**src/rtl/uart_tx_pkg.sv**
```systemverilog
// Shared UART definitions: FSM state encodings, frame width, default divider, parity helper.
// Both the transmitter and the receiver import this package so they agree on the frame.
package uart_tx_pkg;

  localparam int DATA_BITS        = 8;
  localparam int BAUD_DIV_DEFAULT = 156;

  typedef enum logic [2:0] {
    ST_IDLE   = 3'd0,
    ST_START  = 3'd1,
    ST_DATA   = 3'd2,
    ST_PARITY = 3'd3,
    ST_STOP   = 3'd4
  } uart_state_e;

  function automatic logic parity_bit(input logic [DATA_BITS-1:0] data, input logic odd);
    return (^data) ^ odd;
  endfunction

endpackage

```
**src/rtl/uart_tx_baud_gen.sv**
```systemverilog
// Divide-by-BAUD_DIV bit-time counter with synchronous clear; tick marks the last clock of a bit.
module uart_baud_gen
  import uart_tx_pkg::*;
#(
  parameter int BAUD_DIV = BAUD_DIV_DEFAULT
) (
  input  logic clk,
  input  logic resetb,
  input  logic clr,
  output logic tick
);

  localparam int            CW   = $clog2(BAUD_DIV);
  localparam logic [CW-1:0] LAST = CW'(BAUD_DIV - 1);

  logic [CW-1:0] cnt_r;

  // Bit-time counter: 0..BAUD_DIV-1, wraps, held at zero while cleared.
  always_ff @(posedge clk) begin
    if (!resetb) begin
      cnt_r <= {CW{1'b0}};
    end else if (clr || (cnt_r == LAST)) begin
      cnt_r <= {CW{1'b0}};
    end else begin
      cnt_r <= cnt_r + CW'(1);
    end
  end

  assign tick = (cnt_r == LAST);

endmodule

```
**src/rtl/uart_tx.sv**
```systemverilog
// Double-buffered 8N1 UART transmitter (holding + shift register), LSB first, idle-high.
// Define UART_TX_PARITY_EN to insert a parity bit (sense set by PARITY_ODD) before the stop bit.
module uart_tx
  import uart_tx_pkg::*;
#(
  parameter int BAUD_DIV = BAUD_DIV_DEFAULT
`ifdef UART_TX_PARITY_EN
  ,
  parameter int PARITY_ODD = 0
`endif
) (
  input  logic       clk,
  input  logic       resetb,
  input  logic [7:0] wdata,
  input  logic       wr,
  output logic       thre,
  output logic       idle,
  output logic       txd
);

  localparam logic [2:0] LAST_BIT = 3'(DATA_BITS - 1);

  uart_state_e state_r;
  logic [7:0]  hold_r;
  logic [7:0]  shift_r;
  logic [2:0]  bit_cnt_r;
  logic        baud_tick_s;
  logic        baud_clr_s;
`ifdef UART_TX_PARITY_EN
  logic        par_r;
`endif

  // Bit timing restarts from zero on every hold->shift transfer out of IDLE.
  assign baud_clr_s = (state_r == ST_IDLE);

  uart_baud_gen #(.BAUD_DIV(BAUD_DIV)) u_baud (
    .clk    (clk),
    .resetb (resetb),
    .clr    (baud_clr_s),
    .tick   (baud_tick_s)
  );

  // Transmit FSM, holding register, shifter and all registered outputs.
  always_ff @(posedge clk) begin
    if (!resetb) begin
      state_r   <= ST_IDLE;
      hold_r    <= 8'h00;
      shift_r   <= 8'h00;
      bit_cnt_r <= 3'd0;
      thre      <= 1'b1;
      idle      <= 1'b1;
      txd       <= 1'b1;
`ifdef UART_TX_PARITY_EN
      par_r     <= 1'b0;
`endif
    end else begin
      idle <= 1'b0;
      if (wr && thre) begin
        hold_r <= wdata;
        thre   <= 1'b0;
      end
      // A transfer needs thre=0 and a write needs thre=1, so the two never collide.
      case (state_r)
        ST_IDLE: begin
          if (!thre) begin
            shift_r <= hold_r;
            thre    <= 1'b1;
            state_r <= ST_START;
            txd     <= 1'b0;
`ifdef UART_TX_PARITY_EN
            par_r   <= parity_bit(hold_r, 1'(PARITY_ODD));
`endif
          end else begin
            idle <= !wr;
          end
        end
        ST_START: begin
          if (baud_tick_s) begin
            state_r   <= ST_DATA;
            txd       <= shift_r[0];
            bit_cnt_r <= 3'd0;
          end
        end
        ST_DATA: begin
          if (baud_tick_s) begin
            if (bit_cnt_r == LAST_BIT) begin
`ifdef UART_TX_PARITY_EN
              state_r <= ST_PARITY;
              txd     <= par_r;
`else
              state_r <= ST_STOP;
              txd     <= 1'b1;
`endif
            end else begin
              shift_r   <= {1'b0, shift_r[7:1]};
              txd       <= shift_r[1];
              bit_cnt_r <= bit_cnt_r + 3'd1;
            end
          end
        end
`ifdef UART_TX_PARITY_EN
        ST_PARITY: begin
          if (baud_tick_s) begin
            state_r <= ST_STOP;
            txd     <= 1'b1;
          end
        end
`endif
        ST_STOP: begin
          if (baud_tick_s) begin
            if (!thre) begin
              shift_r <= hold_r;
              thre    <= 1'b1;
              state_r <= ST_START;
              txd     <= 1'b0;
`ifdef UART_TX_PARITY_EN
              par_r   <= parity_bit(hold_r, 1'(PARITY_ODD));
`endif
            end else begin
              state_r <= ST_IDLE;
              idle    <= !wr;
            end
          end
        end
        default: begin
          state_r <= ST_IDLE;
          txd     <= 1'b1;
        end
      endcase
    end
  end

endmodule

```
**config.mk**
```make
export PLATFORM = sky130hd
export DESIGN_NAME = uart_tx
export DESIGN_NICKNAME = d
export VERILOG_FILES = /design/src/rtl/uart_tx_pkg.sv /design/src/rtl/uart_tx_baud_gen.sv /design/src/rtl/uart_tx.sv
export SDC_FILE = /design/constraint.sdc
export NUM_CORES = 1
export LEC_CHECK = 0
export CORE_UTILIZATION = 42
export CTS_CLUSTER_DIAMETER = 100
export DETAILED_ROUTE_END_ITERATION = 10
export MAX_ROUTING_LAYER = met4
export SETUP_SLACK_MARGIN = 0.1
export SYNTH_ARGS = -nofsm -noshare
export SYNTH_HDL_FRONTEND = slang
export SYNTH_SLANG_ARGS = --single-unit
```
**constraint.sdc**
```tcl
create_clock -name clk -period 2.65 [get_ports clk]
set_input_delay 0.6625 -clock clk [delete_from_list [all_inputs] [get_ports clk]]
set_output_delay 0.6625 -clock clk [all_outputs]
set_load 0.05 [all_outputs]
```
=== Word level (Yosys, flattened, before mapping) ===
Index checks and enable logic that the tools add are counted.

* Reductions and logical operators: 11
* Equality and inequality tests: 11
* Bitwise gates (word level): 1
* $add $sub $neg: 2
* Multiplexer cells: 29

{| class="wikitable"
|+ Operators with widths
! operator !! count
|-
| 2-to-1 mux 8 bit || 4
|-
| 2-to-1 mux 3 bit || 8
|-
| case mux 8 bit (3 select lines) || 1
|-
| != test 2 bit, second input constant || 6
|-
| case mux 3 bit (4 select lines) || 1
|-
| 2-to-1 mux 1 bit || 11
|-
| adder 8 x 1 -> 8 bit, second input constant || 1
|-
| equality test 8 bit, second input constant || 1
|-
| AND reduction 4 bit || 2
|-
| equality test 3 bit, second input constant || 2
|-
| case mux 3 bit (2 select lines) || 1
|-
| AND reduction 5 bit || 1
|-
| case mux 1 bit (2 select lines) || 2
|-
| case mux 1 bit (4 select lines) || 1
|-
| adder 3 x 1 -> 3 bit, second input constant || 1
|-
| equality test 3 x 1 -> 1 bit, second input constant || 1
|-
| equality test 3 x 2 -> 1 bit, second input constant || 1
|-
| logical NOT 3 bit || 1
|-
| AND reduction 3 bit || 1
|-
| nonzero test 3 bit || 1
|-
| nonzero test 2 bit || 1
|-
| OR reduction 2 bit || 1
|-
| logical AND 1 bit || 1
|-
| logical NOT 1 bit || 1
|-
| 2 further kinds || 2
|}

* Word-level logic and storage cells: 62
* Flip-flop bits (word level): 33
* Input port bits: 11

=== Longest topological paths before layout ===
Gate-level depths: netlist of run 1.

* Word-level depth: 5
* Mapped depth: 7

=== Hierarchy ===
From an unflattened synthesis of run 1, not the netlist that was laid out.

* Cells, all modules: 167
* Area, all modules: 1530.2 um^2

{| class="wikitable"
|+ Modules (own cells, without submodules)
! module !! instances !! area an instance (um^2) !! cells each
|-
| uart_tx || 1 || 1179.9 || 129
|-
| uart_baud_gen || 1 || 350.3 || 38
|}

=== Worst setup path after synthesis of run 1 ===
OpenSTA, ideal clock, no wires.

* Path type: flip-flop to flip-flop
* From: register bit_cnt_r[0]
* To: register shift_r[7]
* Arrival: 1.865 ns
* Path slack: 0.713 ns
* Path buffers: 1
* Stages on the path, launching flop included: 8
* Required time: 2.578 ns
* Clock period less this slack: 1.937 ns
* Path through: dfxtp_1 > ha_1 > ha_1 > or3b_2 > a21oi_4 > and2_1 > buf_6 > mux2i_1

* Longest elaborated chain between the ends: 3

{| class="wikitable"
|+ Ends and longest elaborated chain
! element !! line !! RTL
|-
| start: declaration || uart_tx.sv:26 || <nowiki>logic [2:0] bit_cnt_r;</nowiki>
|-
| start signal: assignment || uart_tx.sv:97 || <nowiki>bit_cnt_r <= bit_cnt_r + 3'd1;</nowiki>
|-
| equality test 3 bit || uart_tx.sv:86 || <nowiki>if (bit_cnt_r == LAST_BIT) begin</nowiki>
|-
| != test 2 bit (no source line) || - ||
|-
| AND reduction 4 bit (no source line) || - ||
|-
| end signal: assignment || uart_tx.sv:66 || <nowiki>shift_r <= hold_r;</nowiki>
|-
| end signal: assignment || uart_tx.sv:95 || <nowiki>shift_r <= {1'b0, shift_r[7:1]};</nowiki>
|-
| end signal: assignment || uart_tx.sv:112 || <nowiki>shift_r <= hold_r;</nowiki>
|-
| end: declaration || uart_tx.sv:25 || <nowiki>logic [7:0] shift_r;</nowiki>
|}

No other way between the ends.
A chain may end at the register's enable or synchronous reset.

=== Worst setup path in the final report of run 1 ===
Ends and elaborated chain as after synthesis.

==> results of run 1 <==
sequential cells by signal, indices dropped and copies added, names as in the netlist:
register      cells
thre              1
hold_r            8
idle              1
bit_cnt_r         3
state_r           3
txd               1
shift_r           8
u_baud.cnt_r      8
cell families after synthesis:
kind of cell    count (synthesis)  synth area share [%]
xor+xnor                        8                  4.44
fa+ha+maj                       3                  2.38
buf+inv                        13                  3.89
flops                          33                  41.9
compound gates                 35                  17.2
mux                            10                  6.58
simple gates                   72                  23.6
worst max-delay path by stage:
stage / startpoint / endpoint / slack (ns) / cells past startpoint
after floorplan: bit_cnt_r[0]$_SDFFE_PN0P_ / shift_r[7]$_SDFFE_PN0P_ / 0.71 / 7
after global placement: bit_cnt_r[0]$_SDFFE_PN0P_ / shift_r[7]$_SDFFE_PN0P_ / 0.54 / 6
after detailed placement: bit_cnt_r[0]$_SDFFE_PN0P_ / shift_r[7]$_SDFFE_PN0P_ / 0.49 / 6
after CTS: bit_cnt_r[0]$_SDFFE_PN0P_ / shift_r[7]$_SDFFE_PN0P_ / 0.48 / 6
after global routing: bit_cnt_r[0]$_SDFFE_PN0P_ / shift_r[7]$_SDFFE_PN0P_ / 0.32 / 6
final: bit_cnt_r[0]$_SDFFE_PN0P_ / shift_r[7]$_SDFFE_PN0P_ / 0.48 / 6
layout by cell type (no fill, tap or decap), types with 2 or more instances in the layout:
cell type / synthesis / routed
dfxtp_1: 33 / 33
nand2_1: 18 / 18
nand3_1: 17 / 17
clkdlybuf4s50_1: 0 / 13
nor2_1: 12 / 12
a21boi_0: 8 / 8
mux2i_1: 7 / 7
clkbuf_8: 0 / 7
xor2_1: 6 / 6
nand4_1: 5 / 5
o211a_1: 4 / 4
a21oi_1: 4 / 4
o21ai_0: 4 / 4
and2_1: 3 / 3
mux2_2: 3 / 3
o21ai_1: 3 / 3
ha_1: 3 / 3
buf_4: 1 / 3
or2_2: 2 / 2
nor3b_1: 2 / 2
nor4b_1: 2 / 2
and3_1: 2 / 2
xnor2_1: 2 / 2
inv_1: 2 / 2
nand2b_1: 2 / 2
nor3_1: 2 / 2
a22o_1: 2 / 2
power groups by stage:
stage                      logic, W  clock network, W  registers, W
after floorplan           0.0000779                 0      0.000558
after global placement     0.000127                 0      0.000547
after detailed placement   0.000130                 0      0.000548
after CTS                  0.000130          0.000423      0.000537
after global routing       0.000144          0.000444      0.000540
final                      0.000130          0.000410      0.000537
critical path: cells and delay by family, from the launching register on:
kind	cells	cell delay, ns
multiplexers	1	0.21
adder cells (fa/ha/maj)	2	0.47
flip-flops	1	0.33
AND/OR/NAND/NOR	2	0.84
AO/OA/AOI/OAI	1	0.26
stage by stage:
stage / cells / cell area [um^2]
5_1_grt: 233 / 1840
3_3_place_gp: 225 / 1730
4_1_cts: 233 / 1840
2_1_floorplan: 174 / 1580
3_5_place_dp: 225 / 1730
6_report: 233 / 1840
routing by layer:
metal / part of all wire [%] / wire length (um)
met1: 49 / 1520
met5: 0 / 0
met3: 3.1 / 96
met4: 1.8 / 55
met2: 46 / 1410
cell type report:
class | count | area [um^2] | share of cell area [%]
well taps | 46 | 57.6 | 3.14
clock inverters | 1 | 5.00 | 0.273
flip-flops and latches | 33 | 661 | 36.0
repair buffers | 16 | 153 | 8.32
clock buffers | 7 | 96.3 | 5.25
inverters | 2 | 7.51 | 0.409
multi-input cells | 128 | 856 | 46.6
==> metrics.txt, run 1 <==
P_int=between 0.0008 and 0.0009 W; Total GRT Usage=between 15 and 20%; Max VDD drop=about 0.26 mV; Worst EP arrival=2.39 ns; Std-Cell Rows=21; Worst slew margin=between 50% and 60%; final core utilization=between 50% and 60%; met1 Usage GRT=23.0%; hold depth=2; Post-CTS Resized=0; die area=0.00401 mm^2; DRC=0; Tmin final=between 2 and 2.5 ns; Leakage=0.701 nW; syn nets=roughly 190; max-slew violation count=0; hold endpoint=shift_r[4]$_SDFFE_PN0P_; Nets=200; CORE AREA=between 0.003 and 0.004 mm^2; final wirelength=~3.1 mm; diode count=0; post-synthesis register bit count=33; number of setup buffers added after CTS=0; max cap viols=0; setup violators final=0; critical path's most frequent cell=ha_1; part of the Yosys area used for sequential elements=a little over two fifths; Clock Tree Buf Depth=2; Initial Utilization=around 45%; post-detail-place hpwl=approximately 2.2 mm; pre-CTS setup slack=between 0.4 and 0.5 ns; final hold violation count=0; ys async rst share=0%; gr busiest metal=met2; clock latency at the later pin of the worst-skew pair=between 0.2 and 0.3 ns; Synth top cells by count=dfxtp_1 (33), nand2_1 (18), nand3_1 (17); total CTS buffers=5; unrepaired setup endpoints after global routing=no; Post-Synthesis Cells=around 170; largest net degree at the start of global routing=20; ranking of synthesized cells by area=dfxtp_1 (42%), nand3_1 (5.4%), mux2i_1 (4.4%), nand2_1 (4.3%), a21boi_0 (3.8%); Tcrit/Tclk final=slightly above 80%; cell area after synthesis=between 0.0015 and 0.002 mm^2; Ys Warns=0; Worst path max stage delay=roughly 0.50 ns; Post-Syn Area per Cell=9.07 um^2; initial antenna violation count=0; IO Count=14; setup TNS=0 ns; WL/cell=13.2 um; Worst-Margin Slew=0.680 ns; hold_sp=shift_r[4]$_SDFFE_PN0P_; Pre-antenna DRT Iters=5; clock power share=a little under two fifths; Net Sw Frac=24.6%; Worst Path Max Fanout=8; RR Endpoint=shift_r[7]$_SDFFE_PN0P_; Combinational Power Share=between 10% and 20%; cell taking the most area after synthesis=dfxtp_1; Psw=around 0.00027 W; number of synthesized flops with an enable pin=0; Worst Reg-to-Reg Cells=6; CTS Hold Bufs=0; Max Clock Freq=460 MHz; post-synth cell types=43; met2 usage=between 20 and 30%; CTS H-tree depth=2; RR Startpoint=bit_cnt_r[0]$_SDFFE_PN0P_; met3 Use GR=4.89%; clock root cell=clkbuf_8; die width=~63 um; GP Congestion=0.772; most frequent cell after synthesis=dfxtp_1; clock slew at reported path FFs=~0.070 ns; Tightest Hold Check Type=flip-flop to flip-flop; CP Data Required Time=roughly 2.9 ns; drt initial violations=73; first-pass GRT wire length=roughly 5.6 mm; outcome=finished clean; final hold slack=~0.45 ns; worst-path cell chain=ha_1, ha_1, or3b_2, a21oi_4, and2_1, mux2i_1; power per standard cell area=587 mW/mm^2; critical path capture point type=flip-flop; CTS tree=built; Power Total=roughly 0.0011 W; Layout Area Growth over Synthesis=16.3%; skew final=about 0.0043 ns; Crit Path Category=flip-flop to flip-flop; top-area cell type share of the netlist area=a little over two fifths; via count=approximately 1200; grt ovf=0; share of layout cells above drive strength 1=between 10% and 20%; Detail Route Antenna Nets=0; setup ws final=0.477 ns; top_reg_cell synth=dfxtp_1; crit path launch type=flip-flop; sequential share of power=roughly half; vias in the first global route=~1200; vias per cell=between 5 and 6; clk sink count=33; Die Span Y=63.3 um; PortBufs=13; worst reg2reg setup slack=0.48 ns; CP max-delay cell=or3b_2; Layout fillers=around 340
Note: power is estimated with default switching activity, not from simulation.
==> run 2: changes to the inputs <==
==> constraint.sdc (replaced) <==
create_clock -name clk -period 1.8 [get_ports clk]
set_input_delay 0.45 -clock clk [delete_from_list [all_inputs] [get_ports clk]]
set_output_delay 0.45 -clock clk [all_outputs]
set_load 0.05 [all_outputs]
==> run 2 against run 1 <==
Against the previous run: die area unchanged; sequential power increased by 47%; clock power increased by 77%; power increased by 60%; cell count increased by 5.2%; global-route usage increased by 0.87 points; clock-buffer cell count unchanged; first-iteration DRC count decreased by 32%; sequential share of layout area decreased by 2.7 points; flip-flop and latch count unchanged; wire length increased by 11%; register-to-register slack got worse by 0.34 ns.
==> metrics.txt, run 2 (same netlist as run 1, synthesis figures left out) <==
skew final=0.00501 ns (was 0.00432 ns); via count=1316 (was 1249); IO Count=14 (unchanged); Max Clock Freq=601 MHz (was 460 MHz); max-slew violation count=0 (unchanged); clock slew at reported path FFs=0.07 ns (about the same); grt ovf=0 (unchanged); GP Congestion=0.749 (was 0.772); most frequent cells in the layout=dfxtp_1 (31), nand2_1 (18), nand3_1 (16), buf_4 (16), nor2_1 (12) (was dfxtp_1 (33), nand2_1 (18), nand3_1 (17), clkdlybuf4s50_1 (13), nor2_1 (12)); post-placement cell count=234 (was 225); Worst-Margin Slew=0.452 ns (was 0.680 ns); Worst EP arrival=1.89 ns (was 2.39 ns); vias per cell=5.37 (was 5.36); final std cells w/o fill=245 (was 233); final hold violation count=0 (unchanged); Tmin final=1.66 ns (was 2.17 ns); Detail Route Antenna Nets=0 (unchanged); Clock Tree Buf Depth=2 (unchanged); hold depth=2 (unchanged); Crit Path Category=flip-flop to flip-flop (unchanged); Worst Reg-to-Reg Cells=6 (unchanged); clk sink count=33 (unchanged); clock root cell=clkbuf_8 (unchanged); die width=63.3 um (unchanged); CTS H-tree depth=2 (unchanged); Leakage=0.776 nW (was 0.701 nW); WL/cell=13.9 um (was 13.2 um); CTS tree=built (unchanged); diode count=0 (unchanged); post-detail-place hpwl=2.36 mm (was 2.16 mm); first-pass GRT wire length=5.78 mm (was 5.60 mm); crit path launch type=flip-flop (unchanged); Initial Utilization=45.5% (unchanged); PortBufs=13 (unchanged); Die Span Y=63.3 um (unchanged); Worst Path Max Fanout=8 (unchanged); Layout fillers=333 (was 341); Tcrit/Tclk final=92.4% (was 82.0%); final wirelength=3.41 mm (was 3.08 mm); initial antenna violation count=0 (unchanged); CORE AREA=0.00347 mm^2 (unchanged); outcome=finished clean (unchanged); RR Startpoint=bit_cnt_r[0]$_SDFFE_PN0P_ (unchanged); Max VDD drop=0.508 mV (was 0.264 mV); setup TNS=0 ns (unchanged); Nets=212 (was 200); hold endpoint=shift_r[4]$_SDFFE_PN0P_ (unchanged); largest net degree at the start of global routing=18 (was 20); unrepaired setup endpoints after global routing=yes (was no); Std-Cell Rows=21 (unchanged); vias in the first global route=1317 (was 1240); Layout Area Growth over Synthesis=26.3% (was 16.3%); setup violators final=0 (unchanged); hold_sp=shift_r[4]$_SDFFE_PN0P_ (unchanged); drt initial violations=50 (was 73); Tightest Hold Check Type=flip-flop to flip-flop (unchanged); worst reg2reg setup slack=0.14 ns (was 0.48 ns); CP Data Required Time=2.02 ns (was 2.87 ns); DRC=0 (unchanged); Total GRT Usage=19.1% (was 18.2%); Largest regs=hold_r (8), shift_r (8), u_baud.cnt_r (8) (unchanged); Pre-antenna DRT Iters=4 (was 5); most common cell after layout, fill and taps aside=dfxtp_1 (unchanged); die area=0.00401 mm^2 (unchanged); CTS Hold Bufs=0 (unchanged); max cap viols=0 (unchanged); critical path capture point type=flip-flop (unchanged); RR Endpoint=shift_r[7]$_SDFFE_PN0P_ (unchanged); share of layout cells above drive strength 1=20.6% (was 10.7%); clock latency at the later pin of the worst-skew pair=0.29 ns (was 0.28 ns); total CTS buffers=5 (unchanged); power per standard cell area=865 mW/mm^2 (was 587 mW/mm^2); Worst slew margin=69.8% (was 54.5%)
## run 2: cell types whose count changed in the layout (fill, tap and decap cells not counted), sizes merged
cell	change
buf	+15
clkdlybuf4s50	-3
bufinv	+1
clkinv	-1
## run 2: layer usage
| layer | track usage (%) | wire length [um] | part of all wire, % | vias to the layer above |
|---|---|---|---|---|
| met3 | 4.35 | 143 | 4.2 | 9 |
| met4 | 10.2 | 74 | 2.2 | 0 |
| met1 | 23.1 | 1620 | 47 | 613 |
| met2 | 29.4 | 1580 | 46 | 25 |
| li1 | - | - | - | 669 |
| met5 | - | 0 | 0 | - |
## run 2: worst max-delay path by stage
stage,slack [ns],cells after the start,endpoint,startpoint
floorplan,0.07,7,shift_r[7]$_SDFFE_PN0P_,bit_cnt_r[0]$_SDFFE_PN0P_
global placement,0.14,6,u_baud.cnt_r[2]$_SDFF_PP0_,u_baud.cnt_r[5]$_SDFF_PP0_
detailed placement,0.11,7,shift_r[6]$_SDFFE_PN0P_,bit_cnt_r[0]$_SDFFE_PN0P_
CTS,0.11,6,shift_r[7]$_SDFFE_PN0P_,bit_cnt_r[0]$_SDFFE_PN0P_
global route,0.08,6,shift_r[7]$_SDFFE_PN0P_,bit_cnt_r[0]$_SDFFE_PN0P_
finish,0.14,6,shift_r[7]$_SDFFE_PN0P_,bit_cnt_r[0]$_SDFFE_PN0P_
## run 2: power breakdown
part	internal, W	total [W]	leakage, nW	switching [W]
sequential	0.000765	0.000791	0.270	0.0000262
clock	0.000451	0.000725	0.0585	0.000274
combinational	0.0000988	0.000209	0.448	0.000110
## run 2: stage by stage
| stage | power (W) | hold slack [ns] | util (%) | instance area [um^2] | worst slack [ns] |
|---|---|---|---|---|---|
| 5_1_grt | 0.00179 | 0.471 | 57.5 | 1990 | 0.0843 |
| 6_report | 0.00172 | 0.461 | 57.5 | 1990 | 0.137 |
| 3_3_place_gp | 0.00101 | 0.442 | 52.7 | 1830 | 0.137 |
| 4_1_cts | 0.00173 | 0.457 | 56.3 | 1950 | 0.106 |
| 2_1_floorplan | 0.000939 | 0.425 | - | 1600 | 0.0726 |
| 3_5_place_dp | 0.00101 | 0.445 | 52.7 | 1830 | 0.106 |
## run 2: critical path, stage by stage, from the launching register on
cell and delay [ns]:
dfxtp_2 0.34, ha_4 0.16, ha_4 0.16, or3b_4 0.38, a21oi_4 0.17, and2_4 0.21
mux2i_1 0.18
## run 2: repair_timing
action	in CTS	in global routing
endpoints found under the setup margin	3	9
setup buffers	1	2
gates cloned	0	0
endpoints found under the hold margin	0	0
resized for setup	1	5
pin swaps	0	1
## run 2: layout make-up
cell class / instances / area, um^2 / area share [%]
clock inverter: 1 / 30.0 / 1.51
sequential: 33 / 663 / 33.3
inverter: 2 / 7.51 / 0.377
multi-input combinational: 128 / 897 / 45.0
tap: 46 / 57.6 / 2.89
timing repair buffer: 28 / 251 / 12.6
clock buffer: 7 / 86.3 / 4.33
